<file path="src/rtl/divclk_prg.sv">
// Programmable cascaded clock-enable divider: NSTG stages, each dividing its
// upstream tick by R_k+1, with shadowed ratios, one-shot mode and a scan force.
module divclk_prg_stg #(
    parameter int             DW    = 8,
    parameter logic [DW-1:0]  RST_R = '0
) (
    input  logic          mclk,
    input  logic          srstz,
    input  logic          atpg_en,
    input  logic          run,
    input  logic          sclr,
    input  logic          upd,
    input  logic [DW-1:0] rin,
    input  logic          adv,
    input  logic          fup,
    output logic          tick,
    output logic          ftick,
    output logic          sqr
);
    logic [DW-1:0] cnt_q, cnt_d;
    logic [DW-1:0] rat_q, rat_d;
    logic [DW-1:0] sh_q, sh_d;
    logic          wrap;

    // >= rather than == keeps the counter bounded even if a ratio shrinks while idle
    assign wrap  = (cnt_q >= rat_q);
    assign tick  = atpg_en | (adv & wrap);
    assign ftick = fup & wrap;
    assign sqr   = (rat_q == '0) || (cnt_q <= (rat_q >> 1));

    always_comb begin
        cnt_d = cnt_q;
        rat_d = rat_q;
        sh_d  = sh_q;
        if (sclr) begin
            cnt_d = '0;
        end else begin
            if (upd) sh_d = rin;
            if (adv) cnt_d = wrap ? '0 : cnt_q + 1'b1;
            // a load coinciding with a wrap takes effect at that very wrap
            if (tick || !run) rat_d = upd ? rin : sh_q;
        end
    end

    always_ff @(posedge mclk or negedge srstz) begin
        if (!srstz) begin
            cnt_q <= '0;
            rat_q <= RST_R;
            sh_q  <= RST_R;
        end else begin
            cnt_q <= cnt_d;
            rat_q <= rat_d;
            sh_q  <= sh_d;
        end
    end
endmodule

module divclk_prg #(
    parameter int                  NSTG      = 5,
    parameter int                  DW        = 8,
    parameter logic [NSTG*DW-1:0]  RST_RATIO = 40'h63_01_04_01_0B
) (
    input  logic                 mclk,
    input  logic                 srstz,
    input  logic                 atpg_en,
    input  logic                 div_en,
    input  logic                 div_sclr,
    input  logic                 oneshot,
    input  logic [NSTG*DW-1:0]   ratio_in,
    input  logic                 ratio_upd,
    output logic [NSTG-1:0]      tick,
    output logic [NSTG-1:0]      sqr,
    output logic                 done
);
    localparam logic [1:0] S_IDLE = 2'd0;
    localparam logic [1:0] S_RUN  = 2'd1;
    localparam logic [1:0] S_DONE = 2'd2;

    logic [1:0]      state_q, state_d;
    logic            run, fup0;
    logic [NSTG-1:0] ftick;

    assign run  = (state_q == S_RUN);
    assign fup0 = div_en & run;
    assign done = (state_q == S_DONE);

    // ftick is the chain without the scan force; the FSM only sees real ticks
    genvar k;
    for (k = 0; k < NSTG; k++) begin : g_stg
        logic adv_k, fup_k;
        if (k == 0) begin : g_head
            assign adv_k = atpg_en | fup0;
            assign fup_k = fup0;
        end else begin : g_link
            assign adv_k = tick[k-1];
            assign fup_k = ftick[k-1];
        end
        divclk_prg_stg #(.DW(DW), .RST_R(RST_RATIO[k*DW +: DW])) u_stg (
            .mclk    (mclk),
            .srstz   (srstz),
            .atpg_en (atpg_en),
            .run     (run),
            .sclr    (div_sclr),
            .upd     (ratio_upd),
            .rin     (ratio_in[k*DW +: DW]),
            .adv     (adv_k),
            .fup     (fup_k),
            .tick    (tick[k]),
            .ftick   (ftick[k]),
            .sqr     (sqr[k])
        );
    end

    always_comb begin
        state_d = state_q;
        if (div_sclr) begin
            state_d = S_IDLE;
        end else begin
            case (state_q)
                S_IDLE:  if (div_en) state_d = S_RUN;
                S_RUN: begin
                    if (!div_en)                            state_d = S_IDLE;
                    else if (oneshot && ftick[NSTG-1])      state_d = S_DONE;
                end
                S_DONE:  if (!div_en) state_d = S_IDLE;
                default: state_d = S_IDLE;
            endcase
        end
    end

    always_ff @(posedge mclk or negedge srstz) begin
        if (!srstz) state_q <= S_IDLE;
        else        state_q <= state_d;
    end
endmodule
</file>
<file path="config.mk">
export PLATFORM = sky130hd
export DESIGN_NAME = divclk_prg
export DESIGN_NICKNAME = d
export VERILOG_FILES = /design/src/rtl/divclk_prg.sv
export SDC_FILE = /design/constraint.sdc
export NUM_CORES = 1
export LEC_CHECK = 0
export BUFFER_PORTS_ARGS = -buffer_cell sky130_fd_sc_hd__buf_2
export CAP_MARGIN = 40
export CORE_UTILIZATION = 55
export DETAILED_ROUTE_END_ITERATION = 16
export HOLD_SLACK_MARGIN = 0.12
export PLACE_DENSITY_LB_ADDON = 0.08
export SLEW_MARGIN = 20
export SYNTH_ARGS = -nofsm -noshare
export SYNTH_HDL_FRONTEND = slang
export SYNTH_HIERARCHICAL = 1
export SYNTH_SLANG_ARGS = --single-unit
</file>
<file path="constraint.sdc">
create_clock -name mclk -period 4.77 [get_ports mclk]
set_clock_uncertainty 0.2 [all_clocks]
set_input_delay 0.2385 -clock mclk [delete_from_list [all_inputs] [get_ports mclk]]
set_output_delay 0.2385 -clock mclk [all_outputs]
set_load 0.01 [all_outputs]
</file>
==> results of run 1 <==
-- state kept, by name (all words and copies together) (netlist names) --
register / count
g_stg.u_stg/cnt_q: 40
g_stg.u_stg/rat_q: 40
state_q: 2
g_stg.u_stg/sh_q: 40
-- worst max-delay path, stage by stage, from the launching register on --
cell	delay [ps]
dfstp_2	550
inv_1	70
ha_1	270
nand2_1	40
o21ai_1	170
a21oi_2	180
o21ai_0	300
inv_2	140
o21ai_1	210
inv_2	120
o21ai_1	260
inv_2	140
o21ai_1	150
buf_4	160
inv_2	80
and3_1	180
a311oi_4	600
mux2_4	350
-- cell type report --
type | instances | area (um^2) | share of cell area (%)
Multi-Input combinational cell | 533 | 4270 | 46.4
Inverter | 51 | 191 | 2.08
Timing Repair Buffer | 112 | 863 | 9.39
Clock inverter | 15 | 153 | 1.66
Clock buffer | 17 | 425 | 4.62
Tap cell | 176 | 220 | 2.39
Sequential cell | 122 | 3080 | 33.5
-- cell usage after synthesis, drive strengths merged, types with 15 or more instances --
cell and n:
nand3 30, mux2i 75, o21ai 25, nand2 65, ha 80, mux2 50, a21oi 31, inv 51
clkbuf 15, dfrtp 102, nor3 15, nor2 40, nor2b 21, dfstp 20
-- power by group --
part           leakage (nW)  internal (mW)  switching, mW
Clock                 0.271          0.766          0.486
Sequential             1.49           1.19         0.0845
Combinational          2.50          0.305          0.356
Total                  4.27           2.26          0.927
-- layout by cell type (no fill, tap or decap), drive strengths merged, types with 2 or more instances in the layout --
| cell type | count |
|---|---|
| dfrtp | 102 |
| ha | 80 |
| mux2i | 75 |
| buf | 68 |
| nand2 | 65 |
| inv | 52 |
| mux2 | 50 |
| dlygate4sd3 | 44 |
| nor2 | 40 |
| a21oi | 31 |
| nand3 | 30 |
| o21ai | 25 |
| nor2b | 21 |
| dfstp | 20 |
| clkbuf | 17 |
| nor3 | 15 |
| a211oi | 10 |
| nor4 | 10 |
| and3 | 10 |
| a31oi | 10 |
| xnor2 | 10 |
| clkinv | 7 |
| a311oi | 6 |
| clkinvlp | 5 |
| o211ai | 5 |
| and4 | 5 |
| a41oi | 5 |
| o31a | 5 |
| o21bai | 5 |
| o2111ai | 5 |
| xor2 | 5 |
| a22oi | 5 |
| nand2b | 2 |
| bufinv | 2 |
-- worst max-delay path by stage --
stage / startpoint / end / slack (ps) / depth (start not counted)
6_report: g_stg[0].u_stg/rat_q[1] / g_stg[4].u_stg/rat_q[0] / 530 / 17
5_1_grt: g_stg[0].u_stg/cnt_q[2] / tick[4] / 160 / 15
4_1_cts: g_stg[0].u_stg/rat_q[1] / g_stg[4].u_stg/rat_q[0] / 540 / 17
3_5_place_dp: g_stg[0].u_stg/rat_q[1] / g_stg[4].u_stg/rat_q[0] / 560 / 17
3_3_place_gp: g_stg[0].u_stg/rat_q[1] / g_stg[4].u_stg/rat_q[0] / 680 / 17
2_1_floorplan: g_stg[0].u_stg/rat_q[1] / g_stg[4].u_stg/rat_q[0] / 150 / 17
-- timing repair --
item	4_1_cts	5_1_grt
hold endpoints to repair	148	0
gates resized for setup	0	0
hold buffers	45	0
-- routing by layer --
metal  routed length (um)  share of wire (%)
met5                    0                  0
met4                  206                1.2
met3                  380                2.3
met2                 8400                 50
met1                 7820                 47
-- per-stage QoR --
step                      instances  util (%)  area (um^2)  worst slack [ps]
after floorplan                 730         -         7650               154
after global placement          947      60.5         8110               677
after detailed placement        948      60.7         8130               556
after CTS                      1025      68.4         9170               536
after global routing           1026      68.6         9200               160
final                          1026      68.6         9200               530
-- logic make-up (layout without fill, tap and decap cells) --
| group | count (synthesis) | count (layout) |
|---|---|---|
| xor gates and xnor gates | 15 | 15 |
| muxes | 125 | 125 |
| buffers and inverters | 75 | 195 |
| and+or+nand+nor | 200 | 200 |
| adders and majority gates | 80 | 80 |
| DFF | 122 | 122 |
| AOI/OAI and AO/OA | 113 | 113 |
==> qor.yml, run 1 <==
yosys:
  yosys.area.top_type: "dfrtp_1"
  synth_compound_area_share_pct: 10.8
  seq_area_frac_synth_pct: 40.2
  syn_area_mm2: 0.00765
  synth-xor-area-share_pct: 1.72
  synth_edf_count: 0
  synth-seq-cells: 122
  synthMuxAreaShare_pct: 17.4
  synthAdderAreaFrac_pct: 13.1
  netlist_instances: 730
  synth_top_area_share_pct: 33.4
  yosys_warnings: 6
  yosys-top-cells-area: "dfrtp_1 33%, ha_1 13%, mux2i_1 9.8%"
  avgSynthCellArea_um2: 10.5
  synth_top_family_by_area: "multiplexers"
  yosys_most_used_dff: "dfrtp_1"
  synth_nets: 857
  ys_async_sr_fraction_pct: 100
  yosys.area_share.simple_pct: 12.7
  ys_types: 41
detailed_routing:
  drt_wl_total_um: 16800
  avgRoutedWirePerCell_um: 16.4
  dr.pass1.iters: 5
  drcViolationCount: 0
  vias: 5806
  ant_nets: 0
  drt-initial-drc-count: 317
  vias_per_cell: 5.66
die:
  die_area_mm2: 0.0144
  die_w_um: 120
  die_y_um: 120
  rows: 42
  core_area_mm2: 0.0134
  start_util_pct: 57.1
  pin_count: 58
placed_design:
  numPortBuffers: 57
  hpwl_um: 11500
  gp_congestion: 0.838
finish:
  n_fill_cell: 1040
  antenna_cells: 0
  layout.nets: 964
  area.growth.synth_to_final_pct: 20.3
  final_layout_size_suffix_gt1_share_pct: 22.5
global_routing:
  met2_usage_pct: 43.6
  grtUsageMet1_pct: 31.8
  grt_max_degree: 50
  grt_antenna_before_repair: 0
  grt_pass1_wl_um: 28400
  top_usage_layer: "met2"
  grt_pass1_vias: 5977
  use_met3_pct: 4.42
  grt_remaining_overflow: 0
  grtUsageTotal_pct: 25.2
status:
  status: "finished clean"
sta:
  slew_headroom_pct: 50.5
  period_minus_slack_ps: 4240
  drv_slew: 0
  worst_pin_slew_ps: 741
  setup_viol_count_final: 0
  rsz0062_at_grt: "no"
  hold_slack_ps: 158
  fmax_mhz: 236
  finalCritPeriodShare_pct: 88.9
  finalSetupTns_ps: 0
  hold_viol_final: 0
power:
  total_power_mw: 3.19
  powerDensity_mw_per_mm2: 347
  leakage_nw: 4.27
  vdd.ir_drop.worst_v: 0.000296
run:
  max_cap_viol_count: 0
worst_setup_path:
  arrival_ps: 4390
  path_max_fanout: 11
  ff2ff_setup_slack_ps: 530
  worstSetupPathType: "reg -> reg"
  startpoint_type: "flip-flop"
  timing.rr.start: "g_stg[0].u_stg/rat_q[1]"
  ff2ff_path_depth: 17
  cp.required_ps: 4920
  reg2reg_to: "g_stg[4].u_stg/rat_q[0]"
  crit_path_end_kind: "flip-flop"
min_path:
  min_delay_path_depth: 3
  holdPathEnd: "g_stg[2].u_stg/rat_q[2]"
  worst_hold_path_type: "in -> reg"
  min_from: "ratio_upd"
clock_tree:
  clockBufferDepth: 2
  cts_root_buffer: "clkbuf_16"
  cts_setup_buffers: 0
  path_clk_slew_ps: 60
  clk_latency_ps: 420
  cts_tree: "done"
  clock_sinks: 122
  numCtsBuffers: 17
  htreeDepth: 4
No activity file was read; power rests on OpenSTA's default activity.
==> run 2: changes to the inputs <==
==> constraint.sdc (replaced) <==
create_clock -name mclk -period 4.77 [get_ports mclk]
set_clock_uncertainty 0.2 [all_clocks]
set_input_delay 0.477 -clock mclk [delete_from_list [all_inputs] [get_ports mclk]]
set_output_delay 0.477 -clock mclk [all_outputs]
set_load 0.01 [all_outputs]
==> run 2 against run 1 <==
- cell area up 0.67%
- global-route usage down 0.26 points
- non-clock buffer count down 3
- sequential share of layout area down 0.22 points
- die area unchanged
- highest routed layer unchanged
- critical path type is now reg -> out
- largest power group is now the clock network
- clock power up 17%
- setup slack worse by 250 ps
==> qor.yml, run 2 (synthesis results as in run 1) <==
clock_tree:
  clock_sinks: 122  # unchanged
  clockBufferDepth: 2  # unchanged
  clk_latency_ps: 420  # about the same
  cts_root_buffer: "clkbuf_16"
  cts_tree: "done"
  cts_setup_buffers: 0  # unchanged
  path_clk_slew_ps: 50  # about the same
  numCtsBuffers: 17  # unchanged
  htreeDepth: 4  # unchanged
finish:
  top_regs: "g_stg.u_stg/cnt_q (40), g_stg.u_stg/rat_q (40), g_stg.u_stg/sh_q (40)"
  final_core_util_pct: 69.1  # +0.46 points
  layout.nets: 961  # -0.31%
  area.growth.synth_to_final_pct: 21.1
  layout_common_cells: "102 x dfrtp_1, 80 x ha_1, 75 x mux2i_1, 65 x nand2_1, 56 x buf_2"
  final_layout_size_suffix_gt1_share_pct: 22.3  # -0.16 points
  layout_commonest_cell: "dfrtp_1"
  antenna_cells: 0  # unchanged
  stdcell_count: 1023  # -0.29%
power:
  leakage_nw: 4.30  # +0.68%
  powerDensity_mw_per_mm2: 366  # +5.5%
  vdd.ir_drop.worst_v: 0.000285  # -3.6%
detailed_routing:
  dr.pass1.iters: 6  # +1
  ant_nets: 0  # unchanged
  vias_per_cell: 5.59  # -1.3%
  drt_wl_total_um: 16200  # -3.8%
  wl_met1_um: 7550  # -3.4%
  drcViolationCount: 0  # unchanged
  drt-initial-drc-count: 328  # +3.5%
  avgRoutedWirePerCell_um: 15.8  # -3.5%
  vias: 5714  # -1.6%
  dr_wl_met2_um: 7960  # -5.2%
  wl_met3_um: 491  # +29%
  highest_layer: "met4"
global_routing:
  grt_pass1_wl_um: 28200  # -0.68%
  grt_pass1_vias: 5951  # -0.44%
  grt_remaining_overflow: 0  # unchanged
  grtUsageTotal_pct: 25.0  # -0.26 points
  grt_max_degree: 54  # +8.0%
  grt_antenna_before_repair: 0  # unchanged
worst_setup_path:
  crit_path_end_kind: "output pin"
  startpoint_type: "flip-flop"
  crit_chain: "inv_1 > ha_1 > nand2_1 > o21ai_1 > a21oi_4 > o21ai_0 > inv_2 > o21ai_1 > inv_2 > o21ai_1 > inv_2 > o21ai_2 > inv_2 > o21ai_0 > buf_2"
  cpMostUsedCell: "inv_2"
  slowest_delay_ps: 540  # -60 ps
  cp.required_ps: 4090  # -830 ps
  path_max_fanout: 11  # unchanged
  worstSetupPathType: "reg -> out"
  arrival_ps: 3810  # -580 ps
  crit_slowest_cell: "dfstp_2"
placed_design:
  gp_congestion: 0.869  # +3.7%
  numPortBuffers: 57  # unchanged
  hpwl_um: 11400  # -1.1%
  dp_cells: 948  # unchanged
die:
  die_y_um: 120  # unchanged
  die_w_um: 120  # unchanged
  pin_count: 58  # unchanged
  die_area_mm2: 0.0144  # unchanged
  rows: 42  # unchanged
  core_area_mm2: 0.0134  # unchanged
  start_util_pct: 57.1  # unchanged
sta:
  drv_slew: 0  # unchanged
  worst_pin_slew_ps: 729  # -11.6 ps
  finalCritPeriodShare_pct: 94.1  # +5.2 points
  setup_viol_count_final: 0  # unchanged
  hold_viol_final: 0  # unchanged
  finalSetupTns_ps: 0  # unchanged
  slew_headroom_pct: 51.4  # +0.87 points
  period_minus_slack_ps: 4490  # +250 ps
  fmax_mhz: 223  # -5.6%
  rsz0062_at_grt: "no"
min_path:
  worst_hold_path_type: "in -> reg"
run:
  max_cap_viol_count: 0  # unchanged
status:
  status: "finished clean"
run 2: final cells by class:
cell class                      count  area [um^2]
Multi-Input combinational cell    533         4280
Fill cell                        1035         4140
Sequential cell                   122         3080
Timing Repair Buffer              109          823
Clock buffer                       20          447
Clock inverter                     12          221
Tap cell                          176          220
Inverter                           51          191
run 2: critical path: cells and delay by family (launching register included):
family / cells / cell delay [ps]
AOI/OAI and AO/OA: 7 / 1740
DFF: 1 / 540
buffers and inverters: 6 / 810
adders and majority gates: 1 / 260
and+or+nand+nor: 1 / 40
run 2: per-stage QoR:
step                instance area, um^2  power [mW]  hold slack (ps)  setup WS, ps
CTS                                9220        3.41              153           195
detailed placement                 8130        1.90              288           367
global placement                   8110        1.87              269           518
floorplan                          7650        1.72            -18.6           154
global route                       9260        3.57              187          2.42
finish                             9260        3.39              173           280
run 2: worst paths after layout:
check                                        start                      end  slack, ps  cells past startpoint
setup / recovery           g_stg[0].u_stg/rat_q[1]                  tick[4]        280                     15
hold / removal                              div_en               state_q[1]        170                      3
setup reg to reg           g_stg[0].u_stg/rat_q[1]  g_stg[4].u_stg/rat_q[0]        420                     16
hold reg to reg                         state_q[1]               state_q[0]        300                      1
max in group asynchronous                    srstz   g_stg[0].u_stg/sh_q[1]       3320                      4
min in group asynchronous                    srstz   g_stg[2].u_stg/sh_q[3]        410                      3
run 2: layer usage:
layer,track usage (%),vias to the layer above
met4,7.11,0
met3,5.80,12
met1,32.4,2767
met2,41.5,87
li1,-,2848
met5,0,-
run 2: power breakdown:
group	switching (mW)	internal, mW	total (mW)
clock network	0.472	0.992	1.46
logic	0.348	0.301	0.649
registers	0.0822	1.19	1.27
total	0.903	2.48	3.39
run 2: what timing repair did:
| item | in CTS | in global routing |
|---|---|---|
| gates resized for setup | 0 | 2 |
| hold endpoints to repair | 99 | 0 |
| hold buffers | 42 | 0 |
| endpoints found under the setup margin | 0 | 2 |
==> run 3: changes to the inputs <==
- GPL_TIMING_DRIVEN: default -> 0
==> run 3 against run 2 <==
- register-to-register slack lost 20 ps
- critical path depth unchanged
- routed wire length increased by 0.62%
- utilization grew 0.056 points
- hold slack worse by 31 ps
- non-clock buffer count grew 12
- die area did not move
- first-iteration DRC count decreased by 11%
- total power down 2.9%
- largest power group unchanged
==> qor.yml, run 3 (synthesis results as in run 1) <==
global_routing:
  grt_pass1_vias: 6065  # +1.9%
  grt_pass1_wl_um: 27700  # -1.7%
  grtUsageTotal_pct: 24.6  # -0.37 points
  grt_max_degree: 82  # +52%
  grt_remaining_overflow: 0  # unchanged
  grt_antenna_before_repair: 0  # unchanged
placed_design:
  hpwl_um: 11600  # +1.5%
  gp_congestion: 0.856  # -1.5%
  numPortBuffers: 56  # -1.8%
power:
  vdd.ir_drop.worst_v: 0.000294  # +3.2%
  total_power_mw: 3.29  # -2.9%
  leakage_nw: 4.29  # -0.12%
  powerDensity_mw_per_mm2: 355  # -3.0%
sta:
  hold_viol_final: 0  # unchanged
  slew_headroom_pct: 54.8  # +3.4 points
  worst_pin_slew_ps: 678  # -51.5 ps
  hold_slack_ps: 142  # -30.9 ps
  fmax_mhz: 225  # +1.2%
  rsz0062_at_grt: "no"
  period_minus_slack_ps: 4440  # -54.0 ps
  finalCritPeriodShare_pct: 93.0  # -1.1 points
  drv_slew: 0  # unchanged
  setup_viol_count_final: 0  # unchanged
worst_setup_path:
  crit_slowest_cell: "dfstp_2"
  path_max_fanout: 11  # unchanged
  ff2ff_setup_slack_ps: 400  # -20 ps
  worstSetupPathType: "reg -> out"
  arrival_ps: 3760  # -50 ps
  crit_path_end_kind: "output pin"
  crit_chain: "inv_1 > ha_1 > nand2_1 > o21ai_1 > a21oi_2 > o21ai_4 > inv_2 > o21ai_4 > inv_2 > o21ai_4 > inv_2 > o21ai_4 > inv_2 > o21ai_0 > buf_2"
  reg2reg_to: "g_stg[4].u_stg/rat_q[0]"
  startpoint_type: "flip-flop"
  ff2ff_path_depth: 16  # unchanged
  timing.rr.start: "g_stg[0].u_stg/rat_q[1]"
  crit_start: "g_stg[0].u_stg/rat_q[1]"
  slowest_delay_ps: 540  # about the same
  cp.required_ps: 4090  # about the same
  crit_family: "compound AO/OA/AOI/OAI gates"
  crit_path_end: "tick[4]"
  cp.depth: 15  # unchanged
  cp.buffers_inverters: 6  # unchanged
finish:
  layout_commonest_cell: "dfrtp_1"
  area.growth.synth_to_final_pct: 21.2  # about the same
  layout.nets: 973  # +1.2%
  n_fill_cell: 1025  # -0.97%
  final_layout_size_suffix_gt1_share_pct: 22.4  # +0.038 points
  seq_area_mm2: 0.00308  # unchanged
  top_regs: "g_stg.u_stg/cnt_q (40), g_stg.u_stg/rat_q (40), g_stg.u_stg/sh_q (40)"
  antenna_cells: 0  # unchanged
  multi_input_area_mm2: 0.00432  # +0.91%
  layout_common_cells: "102 x dfrtp_1, 80 x ha_1, 75 x mux2i_1, 65 x nand2_1, 60 x buf_2"
die:
  start_util_pct: 57.1  # unchanged
  pin_count: 58  # unchanged
  rows: 42  # unchanged
  die_y_um: 120  # unchanged
  core_area_mm2: 0.0134  # unchanged
  die_area_mm2: 0.0144  # unchanged
  die_w_um: 120  # unchanged
clock_tree:
  cts_tree: "done"
  path_clk_slew_ps: 50  # about the same
  cts_setup_buffers: 0  # unchanged
  clk_latency_ps: 420  # about the same
  numCtsBuffers: 17  # unchanged
  cts_root_buffer: "clkbuf_16"
  clockBufferDepth: 2  # unchanged
  htreeDepth: 4  # unchanged
  clock_sinks: 122  # unchanged
detailed_routing:
  avgRoutedWirePerCell_um: 15.7  # -0.55%
  drcViolationCount: 0  # unchanged
  drt_wl_total_um: 16300  # +0.62%
  vias: 5796  # +1.4%
  drt-initial-drc-count: 293  # -11%
  ant_nets: 0  # unchanged
  dr.pass1.iters: 4  # -2
  vias_per_cell: 5.60  # +0.26%
min_path:
  worst_hold_path_type: "in -> reg"
status:
  status: "finished clean"
run:
  max_cap_viol_count: 0  # unchanged
run 3: worst min-delay path by stage:
stage | slack (ps) | start | depth (start not counted) | end
final | 140 | ratio_in[8] | 2 | g_stg[1].u_stg/sh_q[0]
after global routing | 140 | ratio_in[8] | 2 | g_stg[1].u_stg/sh_q[0]
after CTS | 130 | ratio_in[8] | 2 | g_stg[1].u_stg/sh_q[0]
after detailed placement | 230 | srstz | 1 | g_stg[2].u_stg/rat_q[7]
after global placement | 270 | state_q[1] | 1 | state_q[0]
after floorplan | -20 | srstz | 0 | g_stg[0].u_stg/cnt_q[0]
run 3: per-layer routing:
layer / routed length [um] / vias to the layer above / GRT usage (%)
met1: 7420 / 2829 / 30.5
met2: 8200 / 85 / 41.3
met5: 0 / - / 0
met3: 435 / 19 / 4.42
li1: - / 2863 / -
met4: 210 / 0 / 11.8
run 3: metrics by stage:
step / cell area, um^2 / setup TNS [ps] / util [%] / cells / worst slack (ps)
after floorplan: 7650 / 0 / - / 730 / 154
after global placement: 8150 / -10530 / 60.8 / 962 / -914
after detailed placement: 8180 / -13070 / 61.1 / 963 / -1030
after CTS: 9260 / 0 / 69.1 / 1036 / 66.9
after global routing: 9270 / 0 / 69.2 / 1035 / 129
final: 9270 / 0 / 69.2 / 1035 / 334
run 3: final cells by class:
type                            instances  share of cell area [%]
Multi-Input combinational cell        533                    46.6
Inverter                               51                    2.07
Clock inverter                         12                    1.85
Timing Repair Buffer                   98                    7.82
Tap cell                              176                    2.38
Clock buffer                           20                    4.93
Sequential cell                       122                    33.2
Buffer                                 23                    1.16
run 3: where the power goes:
part	leakage (nW)	internal (mW)	total (mW)	switching, mW
registers	1.49	1.19	1.27	0.0815
clock network	0.302	0.897	1.36	0.466
logic	2.50	0.302	0.653	0.351
total	4.29	2.39	3.29	0.899
run 3: repair_timing:
item	CTS	global route
pin swaps	0	1
gates resized for setup	8	2
endpoints found under the setup margin	27	9
hold endpoints to repair	81	0
hold buffers	41	0
